==> config.mk <==
export PLATFORM = sky130hd
export DESIGN_NAME = wm_extract
export DESIGN_NICKNAME = d
export VERILOG_FILES = /design/src/rtl/wm_extract.sv
export SDC_FILE = /design/constraint.sdc
export NUM_CORES = 1
export LEC_CHECK = 0
export ABC_CLOCK_PERIOD_IN_PS = 6360
export CORE_ASPECT_RATIO = 1.25
export CORE_MARGIN = 4
export CORE_UTILIZATION = 59
export CTS_BUF_LIST = sky130_fd_sc_hd__clkbuf_8
export DETAILED_ROUTE_END_ITERATION = 16
export PLACE_DENSITY = 0.88
export SKIP_LAST_GASP = 1
export SLEW_MARGIN = 30
export SYNTH_ARGS = -nofsm -noshare
export SYNTH_HDL_FRONTEND = slang
export SYNTH_SLANG_ARGS = --single-unit
==> constraint.sdc <==
create_clock -name clk_i -period 6.36 [get_ports clk_i]
set_clock_uncertainty 0.05 [all_clocks]
set_input_delay 0.636 -clock clk_i [delete_from_list [all_inputs] [get_ports clk_i]]
set_output_delay 0.636 -clock clk_i [all_outputs]
set_load 0.01 [all_outputs]
==> src/rtl/wm_extract.sv <==
// Watermark extraction engine. Walks a WM_DIM x WM_DIM window of the image RAM and
// recovers each 2-bit watermark symbol from the pixel LSBs. The symbol is descrambled
// with the key-seeded LFSR keystream and written to the watermark RAM at the
// window-relative coordinate. Each pixel takes three cycles: read, wait, write.
module wm_extract #(
  parameter int unsigned WM_DIM = 64
) (
  input  logic       clk_i,
  input  logic       rst_i,
  input  logic       start_i,
  input  logic [7:0] key_i,
  input  logic [7:0] a1_i,
  input  logic [7:0] a2_i,
  input  logic [7:0] im_data_in_i,
  output logic [7:0] row_im_addr_o,
  output logic [7:0] col_im_addr_o,
  output logic       im_rd_wrn_o,
  output logic [7:0] row_wm_addr_o,
  output logic [7:0] col_wm_addr_o,
  output logic [1:0] wm_data_o,
  output logic       wm_rd_wrn_o,
  output logic       ready_o,
  output logic       busy_o
);

  localparam logic [7:0] LastIdx = 8'(WM_DIM - 1);

  typedef enum logic [1:0] {StIdle, StRd, StWait, StWr} state_e;

  state_e     state_q, state_d;
  logic [7:0] a1_q, a1_d;
  logic [7:0] a2_q, a2_d;
  logic [7:0] r_q, r_d;
  logic [7:0] c_q, c_d;
  logic [7:0] lfsr_q, lfsr_d;
  logic [7:0] row_im_q, row_im_d;
  logic [7:0] col_im_q, col_im_d;
  logic [7:0] row_wm_q, row_wm_d;
  logic [7:0] col_wm_q, col_wm_d;
  logic [1:0] wm_data_q, wm_data_d;
  logic       wm_rd_wrn_q, wm_rd_wrn_d;
  logic       ready_q, ready_d;
  logic       busy_q, busy_d;

  logic lfsr_fb;
  logic last_col;
  logic last_row;

  // Only the two LSBs of a pixel carry the watermark symbol.
  logic unused_pix_hi;
  assign unused_pix_hi = ^im_data_in_i[7:2];

  assign lfsr_fb  = lfsr_q[7] ^ lfsr_q[5] ^ lfsr_q[4] ^ lfsr_q[3];
  assign last_col = (c_q == LastIdx);
  assign last_row = (r_q == LastIdx);

  // Next-state, scan counters, keystream and registered RAM-side outputs.
  always_comb begin
    state_d     = state_q;
    a1_d        = a1_q;
    a2_d        = a2_q;
    r_d         = r_q;
    c_d         = c_q;
    lfsr_d      = lfsr_q;
    row_im_d    = row_im_q;
    col_im_d    = col_im_q;
    row_wm_d    = row_wm_q;
    col_wm_d    = col_wm_q;
    wm_data_d   = wm_data_q;
    wm_rd_wrn_d = 1'b1;

    unique case (state_q)
      StIdle: begin
        if (start_i) begin
          a1_d     = a1_i;
          a2_d     = a2_i;
          r_d      = 8'd0;
          c_d      = 8'd0;
          // An all-zero seed would lock the LFSR at zero.
          lfsr_d   = (key_i == 8'h00) ? 8'h01 : key_i;
          row_im_d = a1_i;
          col_im_d = a2_i;
          state_d  = StRd;
        end
      end
      StRd: begin
        state_d = StWait;
      end
      StWait: begin
        // Pixel is sampled at the end of WAIT; the write is presented during WR.
        wm_rd_wrn_d = 1'b0;
        row_wm_d    = r_q;
        col_wm_d    = c_q;
        wm_data_d   = im_data_in_i[1:0] ^ lfsr_q[1:0];
        state_d     = StWr;
      end
      StWr: begin
        lfsr_d = {lfsr_q[6:0], lfsr_fb};
        if (last_col) begin
          c_d = 8'd0;
          r_d = r_q + 8'd1;
        end else begin
          c_d = c_q + 8'd1;
        end
        if (last_row && last_col) begin
          state_d = StIdle;
        end else begin
          // Window origin plus offset wraps modulo 256.
          row_im_d = a1_q + r_d;
          col_im_d = a2_q + c_d;
          state_d  = StRd;
        end
      end
      default: state_d = StIdle;
    endcase

    ready_d = (state_d == StIdle);
    busy_d  = (state_d != StIdle);
  end

  // State and output registers with synchronous reset.
  always_ff @(posedge clk_i) begin
    if (rst_i) begin
      state_q     <= StIdle;
      a1_q        <= 8'd0;
      a2_q        <= 8'd0;
      r_q         <= 8'd0;
      c_q         <= 8'd0;
      lfsr_q      <= 8'd0;
      row_im_q    <= 8'd0;
      col_im_q    <= 8'd0;
      row_wm_q    <= 8'd0;
      col_wm_q    <= 8'd0;
      wm_data_q   <= 2'd0;
      wm_rd_wrn_q <= 1'b1;
      ready_q     <= 1'b1;
      busy_q      <= 1'b0;
    end else begin
      state_q     <= state_d;
      a1_q        <= a1_d;
      a2_q        <= a2_d;
      r_q         <= r_d;
      c_q         <= c_d;
      lfsr_q      <= lfsr_d;
      row_im_q    <= row_im_d;
      col_im_q    <= col_im_d;
      row_wm_q    <= row_wm_d;
      col_wm_q    <= col_wm_d;
      wm_data_q   <= wm_data_d;
      wm_rd_wrn_q <= wm_rd_wrn_d;
      ready_q     <= ready_d;
      busy_q      <= busy_d;
    end
  end

  assign row_im_addr_o = row_im_q;
  assign col_im_addr_o = col_im_q;
  assign im_rd_wrn_o   = 1'b1;
  assign row_wm_addr_o = row_wm_q;
  assign col_wm_addr_o = col_wm_q;
  assign wm_data_o     = wm_data_q;
  assign wm_rd_wrn_o   = wm_rd_wrn_q;
  assign ready_o       = ready_q;
  assign busy_o        = busy_q;

endmodule

### After elaboration in Yosys (flattened, before gate mapping)

Cells that the tools add are included.

| word-level totals | value |
|---|---|
| register bits after elaboration | 79 |
| bits of input ports | 35 |
| output and inout port bits | 38 |
| logic and storage cells | 58 |

| operators by class | value |
|---|---|
| eq/ne operators | 7 |
| reductions and logical operators | 9 |
| muxes and demuxes | 20 |
| add/sub/neg operators | 4 |
| bitwise gates (word level) | 4 |

Operators with widths:

| cell | count |
|---|---|
| two-way mux 8 bit | 11 |
| one-hot mux 8 bit (2 select lines) | 5 |
| adder 8 x 1 -> 8 bit (second input constant) | 2 |
| adder 8 bit | 2 |
| == test 8 x 6 -> 1 bit (second input constant) | 2 |
| zero test 8 bit | 1 |
| one-hot mux 2 bit (4 select lines) | 1 |
| == test 2 bit (second input constant) | 2 |
| zero test 2 bit | 2 |
| inequality test 2 bit (second input constant) | 2 |
| AND reduction 2 bit | 2 |
| nonzero test 2 bit | 2 |
| AND reduction 3 bit | 1 |
| XOR 1 bit | 3 |
| == test 2 x 1 -> 1 bit (second input constant) | 1 |
| two-way mux 1 bit | 2 |
| two-way mux 2 bit | 1 |
| XOR 2 bit | 1 |
| logical AND 1 bit | 1 |

### Depth between registers and ports, before layout

| logic depth | value |
|---|---|
| depth after elaboration | 6 |
| gate-level depth with buffers | 14 |
| depth with buffers taken out | 13 |

### Worst setup path before layout

OpenSTA, ideal clock, no wires.

| timing path | value |
|---|---|
| kind | register to register |
| start point | register c_q[1] |
| end point | register row_im_q[6], in the netlist row_im_addr_o[6] |
| clock period less this slack | 3,230 ps |
| data required time | 6,219 ps |
| cell stages (with the launch flop) | 14 |
| library setup time | 91 ps |
| buffers on the path | 1 |
| arrival | 3,089 ps |
| path slack | 3,130 ps |
| cell sequence | dfxtp_1 -> ha_1 -> nor3b_1 -> nand3_1 -> buf_2 -> xnor2_1 -> ha_1 -> fa_1 -> a21o_1 -> a21oi_1 -> o21bai_1 -> a21oi_1 -> mux2_2 -> a311oi_1 |

| on the way | value |
|---|---|
| cells in the longest elaborated chain, start to end | 6 |
| elaborated cells between the ends (all ways) | 9 |
| classes of those cells | add/sub: 1; eq/ne: 2; mux: 4; reduce/logical: 2 |

Ends and longest elaborated chain:

| element | RTL line | text |
|---|---|---|
| start, declared | 34 | `logic [7:0] c_q, c_d;` |
| start signal, assigned | 128 | `c_q <= 8'd0;` |
| start signal, assigned | 143 | `c_q <= c_d;` |
| == test 8 x 6 -> 1 bit * | 54 | `assign last_col = (c_q == LastIdx);` |
| two-way mux 8 bit | 99 | `if (last_col) begin` |
| two-way mux 8 bit | 72 | `unique case (state_q)` |
| adder 8 bit | 109 | `row_im_d = a1_q + r_d;` |
| two-way mux 8 bit | 105 | `if (last_row && last_col) begin` |
| one-hot mux 8 bit (2 select lines) | 72 |  |
| end signal, assigned | 145 | `row_im_q <= row_im_d;` |
| end, declared | 36 | `logic [7:0] row_im_q, row_im_d;` |

Mark *: on every way between the ends. The rest lies on a longest branch, timed or not. The select of a mux whose other input is x is not followed.
A chain may end at the register's enable or synchronous reset.

### Worst setup path in the final report

| timing path | value |
|---|---|
| start point | register c_q[0] |
| end point | register row_im_q[6], in the netlist row_im_addr_o[6] |

The elaborated chain is that of the path after synthesis.

==> out/metrics.yaml <==
status: "complete, no violations"
post-cts-setup-buffers: 0
die_h_um: 102.2
yosysTopAreaCell: "dfxtp_1"
yosys_warnings: 0
slew_headroom_pct: 47.77
timing.rr.start: "c_q[0]"
numCtsBuffers: 9
intPower_w: 0.001046
power_frac_clock_pct: 23.1
cp-end-kind: "register"
synth_edf_count: 0
reg2reg_to: "row_im_addr_o[6]"
placed_area_um2: 4841
p_per_area_nw_per_um2: 321.2
core_um2: 6934
cts_resized: 0
crit_chain: "ha_1, nor3b_1, nand3_1, xnor2_1, ha_1, fa_1, a21o_1, a21oi_1, o21bai_1, a21oi_1, mux2_2, a311oi_1"
wl_mm: 10.09
rsz0062_at_grt: "no"
syn-mean-instance-area_um2: 8.318
worstSetupPathDepth: 12
min_from: "a1_q[3]"
dieWidth_um: 83.32
cts_sinks: 79
cp_num_buf_inv: 0
avgViaCountPerCell: 5.802
ctsHoldBuffers: 0
slowest_delay_ns: 0.50
cts_root_buffer: "clkbuf_8"
startpoint: "c_q[0]"
antenna_left: 0
min_period_over_period_pct: 61.47
area_growth_syn_to_layout_pct: 20.57
rrSetupSlack_ns: 2.45
reg2regPathDepth: 12
critical_path_class: "register to register"
grt_usage_pct: 24.57
critPathLaunchType: "register"
synth_cells: 503
drtIter0Drc: 248
drt_drc_violations_left: 0
synth_cell_types: 56
synth-compound-area-share_pct: 17.55
cp.required_ns: 6.58
netlist.area_leader.share_pct: 37.80
initial_core_util_pct: 60.34
fp-row-count: 34
crit_end: "row_im_addr_o[6]"
dr.pass1.iters: 5
synth_fa_ha_area_share_pct: 6.609
synth-xor-area-share_pct: 4.815
gr-total-overflow: 0
synthFlopType: "dfxtp_1"
drive_gt1_share_pct: 6.115
synth.area.mux_share_pct: 8.343
cp_data_arrival_time_ns: 4.13
cts_tree: "built"
min_path_cells: 2
htreeDepth: 3
p_switching_w: 0.0005746
cp_max_fo: 11
ys_ff_latch: 79
cellLeakagePower_nw: 1.895
place_hpwl_mm: 7.064
crit_family: "adder cells"
setup_viol: 0
fin_crit_ns: 3.909
fin_nets: 606
clock_path_buffers: 2
fill_cells: 534
io_buffer_count: 65
comb_power_share_pct: 36.7
swShare_pct: 35.46
synth_nets: 558
final_common_cell: "dfxtp_1"
die-area_um2: 8511
setup_tns_ns: 0
hold_class: "register to register"
antenna_cells: 0
seq_power_share_pct: 40.2
clock.fmax_mhz: 255.8
grt_pass1_wl_mm: 17.06
clk_pin_slew_ns: 0.09
antenna_found_initial: 0
cp_slowest_cell: "dfxtp_1"
num_vias: 3748
final_cell_area_um2: 5045
worst_slew_pin_slew_ns: 0.7834
clk_latency_ns: 0.35
async_flop_share_pct: 0
synth_area_leaders: "dfxtp_1 (38%), mux2i_1 (7.2%), nor2_1 (6.5%)"
drv_cap: 0
peakVddDrop_uv: 211.6
layout_common_cells: "dfxtp_1 (79), nor2_1 (73), clkdlybuf4s50_1 (64), nand2_1 (55), a21oi_1 (40)"
first_global_vias: 3715
hold_viol: 0
syn_area_um2: 4184
ioPinCount: 73
gp_congestion: 0.9074
avgRoutedWirePerCell_um: 15.61
grt_max_degree: 78
drv_slew: 0
yosysSeqAreaShare_pct: 37.80
synth-simple-area-share_pct: 20.07
synth_top_family_by_area: "simple AND/OR/NAND/NOR gates"
state kept, by name (all words and copies together) (netlist names), 8 cells and up:
| signal | flops |
|---|---|
| r_q | 8 |
| a1_q | 8 |
| lfsr_q | 8 |
| c_q | 8 |
| row_wm_addr_o | 8 |
| a2_q | 8 |
| row_im_addr_o | 8 |
| col_wm_addr_o | 8 |
| col_im_addr_o | 8 |
power by group through the flow:
stage / sequential, W / combinational, W / clock (W)
floorplan: 0.000673 / 0.000364 / 0
global placement: 0.000657 / 0.000572 / 0
detailed placement: 0.000663 / 0.000591 / 0
CTS: 0.000651 / 0.000594 / 0.000379
global route: 0.000663 / 0.000660 / 0.000400
finish: 0.000652 / 0.000594 / 0.000374
worst reg2reg max path, delay by kind of cell, from the launching register on:
| kind | cells | cell delay (ns) |
|---|---|---|
| fa+ha+maj | 3 | 0.96 |
| simple gates | 2 | 0.76 |
| mux | 1 | 0.36 |
| flops | 1 | 0.50 |
| compound gates | 5 | 0.93 |
| xor+xnor | 1 | 0.27 |
Yosys cell counts, drive strengths merged, types with 5 or more instances:
cell / n
a31oi: 5
xor2: 6
nand3: 13
a21o: 5
dfxtp: 79
ha: 18
a311oi: 9
a21oi: 41
nand2: 55
buf: 13
nor4: 6
xnor2: 17
nor3: 6
a211oi: 20
nand2b: 7
mux2i: 30
inv: 14
nor2: 74
clkbuf: 21
o21ai: 16
a22oi: 8
per-layer routing:
metal  up-vias  wire (um)  global-route usage [%]
met5         -          0                       0
met4         0        240                   11.07
met3        25        531                   3.710
met2       103       5249                   45.12
met1      1761       4064                   28.39
li1       1859          -                       -
worst min-delay path by stage:
| stage | slack (ns) | end |
|---|---|---|
| 2_1_floorplan | 0.39 | a1_q[0] |
| 3_5_place_dp | 0.41 | a1_q[3] |
| 3_3_place_gp | 0.40 | a1_q[3] |
| 6_report | 0.41 | a1_q[3] |
| 4_1_cts | 0.41 | a1_q[3] |
| 5_1_grt | 0.44 | a2_q[4] |
layout make-up:
class	instances	area, um2	area share [%]
clock buffers	10	137.6	2.728
clock inverters	6	61.31	1.215
inverters	15	56.30	1.116
multi-input cells	375	2407	47.72
flip-flops and latches	79	1582	31.35
well taps	90	112.6	2.232
repair buffers	71	688.2	13.64
cell families after synthesis:
kind of cell               Yosys count
other                                1
adders and majority gates           21
buffers and inverters               49
and+or+nand+nor                    182
xor gates and xnor gates            23
muxes                               34
DFF                                 79
AOI/OAI and AO/OA                  114
per-stage QoR:
stage	hold slack, ns	worst slack, ns	instances	total power [W]	util (%)
after CTS	0.4139	2.460	645	0.001624	72.68
after floorplan	0.3906	3.131	503	0.001037	-
after global routing	0.4388	2.035	646	0.001722	72.75
after detailed placement	0.4053	2.487	629	0.001254	69.81
final	0.4132	2.451	646	0.001620	72.75
after global placement	0.3981	2.510	629	0.001229	69.78
(Power assumes the default switching activity.)
